===== config.mk =====
export PLATFORM = sky130hd
export DESIGN_NAME = serial_cla_adder
export DESIGN_NICKNAME = d
export VERILOG_FILES = /design/src/rtl/serial_cla_adder.sv
export SDC_FILE = /design/constraint.sdc
export NUM_CORES = 1
export LEC_CHECK = 0
export ABC_CLOCK_PERIOD_IN_PS = 1700
export CORE_MARGIN = 2
export CORE_UTILIZATION = 40
export CTS_BUF_LIST = sky130_fd_sc_hd__clkbuf_4 sky130_fd_sc_hd__clkbuf_8 sky130_fd_sc_hd__clkbuf_16
export DETAILED_ROUTE_END_ITERATION = 8
export HOLD_SLACK_MARGIN = 0.02
export PLACE_DENSITY = 0.63
export REMOVE_ABC_BUFFERS = 1
export SLEW_MARGIN = 20
export SYNTH_ARGS = -nofsm -noshare
export SYNTH_HDL_FRONTEND = slang
export SYNTH_SLANG_ARGS = --single-unit

===== constraint.sdc =====
create_clock -name clk -period 1.7 [get_ports clk]
set_clock_uncertainty 0.1 [all_clocks]
set_input_delay 0.255 -clock clk [delete_from_list [all_inputs] [get_ports clk]]
set_output_delay 0.255 -clock clk [all_outputs]
set_load 0.005 [all_outputs]

===== src/rtl/serial_cla_adder.sv =====
// serial_cla_adder: multi-word adder that streams WIDTH-bit operands through a
// single 4-bit carry-lookahead slice, one nibble per clock, LSB nibble first.
// A registered carry links consecutive nibbles. Valid/ready handshakes on both
// sides; one operation in flight at a time, no input buffering.
module serial_cla_adder #(
    parameter int WIDTH = 16
) (
    input  logic             clk,
    input  logic             rst,
    input  logic             in_valid,
    output logic             in_ready,
    input  logic [WIDTH-1:0] a_in,
    input  logic [WIDTH-1:0] b_in,
    input  logic             c_in,
    output logic             out_valid,
    input  logic             out_ready,
    output logic [WIDTH-1:0] sum_o,
    output logic             c_out,
    output logic             ovf_o
);

    localparam int NIB = WIDTH / 4;
    localparam int CW  = (NIB > 1) ? $clog2(NIB) : 1;
    localparam logic [CW-1:0] LAST_NIB = CW'(NIB - 1);

    typedef enum logic [1:0] {
        S_IDLE,
        S_ADD,
        S_DONE
    } state_t;

    state_t           state_q;
    logic [WIDTH-1:0] a_q;        // operand A, shifted right one nibble per step
    logic [WIDTH-1:0] b_q;        // operand B, shifted right one nibble per step
    logic [WIDTH-1:0] res_q;      // partial result, nibbles enter from the top
    logic [WIDTH-1:0] res_d;
    logic             carry_q;    // carry linking consecutive nibbles
    logic [CW-1:0]    cnt_q;      // index of the nibble being added
    logic             in_ready_q;
    logic             out_valid_q;
    logic [WIDTH-1:0] sum_q;
    logic             c_out_q;
    logic             ovf_q;

    // Lookahead slice signals
    logic [3:0] nib_a;
    logic [3:0] nib_b;
    logic [3:0] g;
    logic [3:0] p;
    logic [4:0] c;
    logic [3:0] s;

    // 4-bit carry-lookahead slice on the current operand nibbles and the carry register
    always_comb begin
        // NOTE: every combinational output gets a default first so no path leaves it unassigned (no latch).
        nib_a = a_q[3:0];
        nib_b = b_q[3:0];
        g     = nib_a & nib_b;
        p     = nib_a ^ nib_b;
        c[0]  = carry_q;
        c[1]  = g[0] | (p[0] & c[0]);
        c[2]  = g[1] | (p[1] & g[0]) | (p[1] & p[0] & c[0]);
        c[3]  = g[2] | (p[2] & g[1]) | (p[2] & p[1] & g[0]) | (p[2] & p[1] & p[0] & c[0]);
        c[4]  = g[3] | (p[3] & g[2]) | (p[3] & p[2] & g[1]) | (p[3] & p[2] & p[1] & g[0])
              | (p[3] & p[2] & p[1] & p[0] & c[0]);
        s     = p ^ c[3:0];
        // After NIB shifts the first nibble computed has reached bits [3:0].
        res_d              = res_q >> 4;
        res_d[WIDTH-1 -: 4] = s;
    end

    // Control FSM, datapath registers and registered outputs
    always_ff @(posedge clk) begin
        // NOTE: sequential state uses non-blocking assignments so all registers update together at the edge.
        if (rst) begin
            state_q     <= S_IDLE;
            a_q         <= '0;
            b_q         <= '0;
            res_q       <= '0;
            carry_q     <= 1'b0;
            cnt_q       <= '0;
            in_ready_q  <= 1'b1;
            out_valid_q <= 1'b0;
            sum_q       <= '0;
            c_out_q     <= 1'b0;
            ovf_q       <= 1'b0;
        end else begin
            case (state_q)
                S_IDLE: begin
                    if (in_valid && in_ready_q) begin
                        a_q        <= a_in;
                        b_q        <= b_in;
                        carry_q    <= c_in;
                        cnt_q      <= '0;
                        in_ready_q <= 1'b0;
                        state_q    <= S_ADD;
                    end
                end
                S_ADD: begin
                    a_q     <= a_q >> 4;
                    b_q     <= b_q >> 4;
                    res_q   <= res_d;
                    carry_q <= c[4];
                    cnt_q   <= cnt_q + CW'(1);
                    if (cnt_q == LAST_NIB) begin
                        // Last slice: c[3] is the carry into the MSB, c[4] the carry out of it.
                        sum_q       <= res_d;
                        c_out_q     <= c[4];
                        ovf_q       <= c[3] ^ c[4];
                        out_valid_q <= 1'b1;
                        state_q     <= S_DONE;
                    end
                end
                S_DONE: begin
                    // Outputs keep their values after consumption; only the handshake drops.
                    if (out_ready) begin
                        out_valid_q <= 1'b0;
                        in_ready_q  <= 1'b1;
                        state_q     <= S_IDLE;
                    end
                end
                default: begin
                    state_q     <= S_IDLE;
                    in_ready_q  <= 1'b1;
                    out_valid_q <= 1'b0;
                end
            endcase
        end
    end

    assign in_ready  = in_ready_q;
    assign out_valid = out_valid_q;
    assign sum_o     = sum_q;
    assign c_out     = c_out_q;
    assign ovf_o     = ovf_q;

endmodule


==> impl_metrics.py <==
metrics = {
    "status": {
        "status": "complete, no violations",
    },
    "synth": {
        "synth_top_flop_cell": "dfxtp_1",
        "yosysSeqAreaShare_pct": 45.8,
        "syn_inst": 351,
        "synth_area_um2": 3020,
        "yosys_warnings": 0,
        "synth-seq-cells": 69,
        "avgSynthCellArea_um2": 8.60,
        "yosysTopAreaCell": "dfxtp_1",
        "async_flop_share_pct": 0,
        "synth-edff-count": 0,
        "ys_types": 39,
        "yosysTopAreaCellShare_pct": 45.8,
        "synth.area.top_cells": "dfxtp_1 46%, nand2_1 13%, a311oi_2 9.9%, a21oi_1 6.3%, nor2_1 4.7%",
    },
    "pwr": {
        "leakagePower_nw": 1.42,
        "peakVddDrop_v": 0.000599,
        "power.total_mw": 4.00,
        "power.density_nw_per_um2": 1020,
    },
    "placed_design": {
        "dpl_cell_area_um2": 3690,
        "gp_congestion": 0.735,
        "io_buffers": 56,
        "hpwl_um": 4090,
    },
    "clocking": {
        "hold_buffers": 0,
        "post-cts-setup-buffers": 0,
        "cts_made_buffers": 9,
        "root_buffer": "clkbuf_8",
        "clock-sinks": 69,
        "clk_latency_ns": 0.33,
        "htreeDepth": 3,
        "cts_resized": 0,
        "cts_buffer_depth": 2,
        "clk_pin_slew_ns": 0.07,
        "cts_tree": "done",
    },
    "sta": {
        "hold_viol": 0,
        "setup_viol": 0,
        "period_minus_slack_ns": 1.59,
        "finalCritPeriodShare_pct": 93.7,
        "max_slew_margin_pct": 76.4,
        "rsz0062_at_grt": "no",
        "drv_slew": 0,
        "setup_tns_ns": 0,
        "max_freq_ghz": 0.628,
        "worst_slew_pin_slew_ns": 0.353,
    },
    "worst_setup_path": {
        "required_ns": 1.81,
        "crit_path_start_kind": "flop",
        "max_stage_delay_ns": 0.33,
        "worstPathCellList": "ha_1 -> o21ai_1 -> o21bai_2 -> mux2i_1 -> a211oi_1",
        "crit_arrival_ns": 1.70,
        "crit_end": "ovf_o",
        "worst_r2r_startpoint": "a_q[1]",
        "cp_num_buf_inv": 0,
        "worstSetupPathDepth": 5,
        "cp-end-kind": "flop",
        "critPathTopFamily": "compound AO/OA/AOI/OAI gates",
        "crit_start": "a_q[1]",
        "r2r_cells": 5,
        "path_class": "reg -> reg",
        "cp_max_fo": 5,
        "r2r_end": "ovf_o",
        "cpMaxStageDelayCell": "ha_1",
        "ff2ff_setup_slack_ns": 0.11,
    },
    "floorplan": {
        "core_um2": 7290,
        "die_w_um": 90.9,
        "io-pin-count": 57,
        "die_h_um": 90.9,
        "initial_core_util_pct": 41.4,
        "die_area_um2": 8260,
        "rows": 31,
    },
    "final_layout": {
        "synthToLayoutAreaGrowth_pct": 30.4,
        "layout-drive-gt1-share_pct": 16.5,
        "layout_commonest_cell": "nand2_1",
        "final_area_um2": 3940,
        "layout_common_cells": "102 x nand2_1, 69 x dfxtp_1, 55 x clkdlybuf4s50_1",
        "diodes": 0,
        "finalCoreUtilization_pct": 54.0,
        "nets": 450,
    },
    "drt": {
        "detailroute.via_count": 2461,
        "first_pass_iters": 4,
        "wl_per_cell_um": 11.4,
        "wl_um": 5840,
        "viasPerCell": 4.82,
        "drcViolationCount": 0,
        "drt_iter0_markers": 67,
        "drtAntennaViolNets": 0,
    },
    "min_path": {
        "min_path_type": "in -> reg",
    },
    "global_route": {
        "grt_overflow": 0,
        "grt_pass1_vias": 2319,
        "grtUsageTotal_pct": 15.0,
        "grt_pass1_wl_um": 10100,
        "grt_max_degree": 37,
        "antenna_found_initial": 0,
    },
    "run": {
        "drv_cap": 0,
    },
}
synthesized netlist by cell type (2+ instances only):
| cell type | n |
|---|---|
| or3_1 | 2 |
| nand2b_1 | 3 |
| clkbuf_1 | 9 |
| nor2_1 | 38 |
| nand2_2 | 10 |
| a21o_1 | 2 |
| a21oi_1 | 38 |
| inv_1 | 3 |
| ha_1 | 5 |
| a211oi_1 | 5 |
| buf_2 | 9 |
| nand2_1 | 103 |
| o21ai_1 | 3 |
| buf_6 | 4 |
| a311oi_2 | 20 |
| dfxtp_1 | 69 |
| nand3b_1 | 3 |
| a311oi_1 | 4 |
per-stage QoR:
| stage | hold WS [ns] | setup WS, ns | instances |
|---|---|---|---|
| after floorplan | 0.223 | -0.606 | 326 |
| after global placement | 0.342 | 0.0306 | 495 |
| after detailed placement | 0.345 | -0.0131 | 495 |
| after CTS | 0.131 | 0.0487 | 511 |
| after global routing | 0.134 | 0.00577 | 511 |
| final | 0.154 | 0.107 | 511 |
layout make-up:
type                            count  area, um2
Multi-Input combinational cell    253       1470
Tap cell                           99        124
Inverter                            4       15.0
Sequential cell                    69       1380
Clock inverter                      6        110
Fill cell                         706       3360
Timing Repair Buffer               70        698
Clock buffer                       10        138
worst min path at each step:
stage / cells after the start / start / slack, ns / to
final: 2 / rst / 0.15 / sum_o[3]
after global routing: 2 / rst / 0.13 / sum_o[3]
after CTS: 2 / rst / 0.13 / sum_o[3]
after detailed placement: 2 / sum_o[3] / 0.35 / sum_o[3]
after global placement: 2 / sum_o[3] / 0.34 / sum_o[3]
after floorplan: 1 / rst / 0.22 / a_q[0]
worst reg2reg max path: stages (launching register included):
cell      delay, ns
dfxtp_1        0.32
ha_1           0.33
o21ai_1        0.10
o21bai_2       0.27
mux2i_1        0.26
a211oi_1       0.09
flip-flops by register name, summed over array words and instances (netlist names):
signal,cells
carry_q,1
out_valid,1
res_q,12
b_q,16
in_ready,1
ovf_o,1
c_out,1
state_q,2
a_q,16
cnt_q,2
sum_o,16
power breakdown:
part	total [mW]	switching, mW	internal (mW)	leakage [nW]
clock	1.62	0.606	1.01	0.119
combinational	0.613	0.323	0.290	0.740
sequential	1.77	0.0591	1.72	0.564
cells by family (layout without fill, tap and decap cells):
family                   after synthesis  in the layout  synth area share (%)
AO/OA/AOI/OAI                         78             78                  21.4
XOR/XNOR                               1              1                 0.290
adder cells (fa/ha/maj)                6              6                  2.74
buffers and inverters                 29             90                  5.64
flip-flops                            69             69                  45.8
multiplexers                           1              1                 0.332
AND/OR/NAND/NOR                      167            167                  23.8
per-layer routing:
layer / vias up / share of wire (%) / track usage [%]
met2: 72 / 47 / 25.4
met4: 0 / 0.45 / 3.79
met3: 2 / 6.4 / 5.76
met5: - / 0 / 0
met1: 1087 / 46 / 18.0
li1: 1300 / - / -
Power figures use the tool's default switching activity.
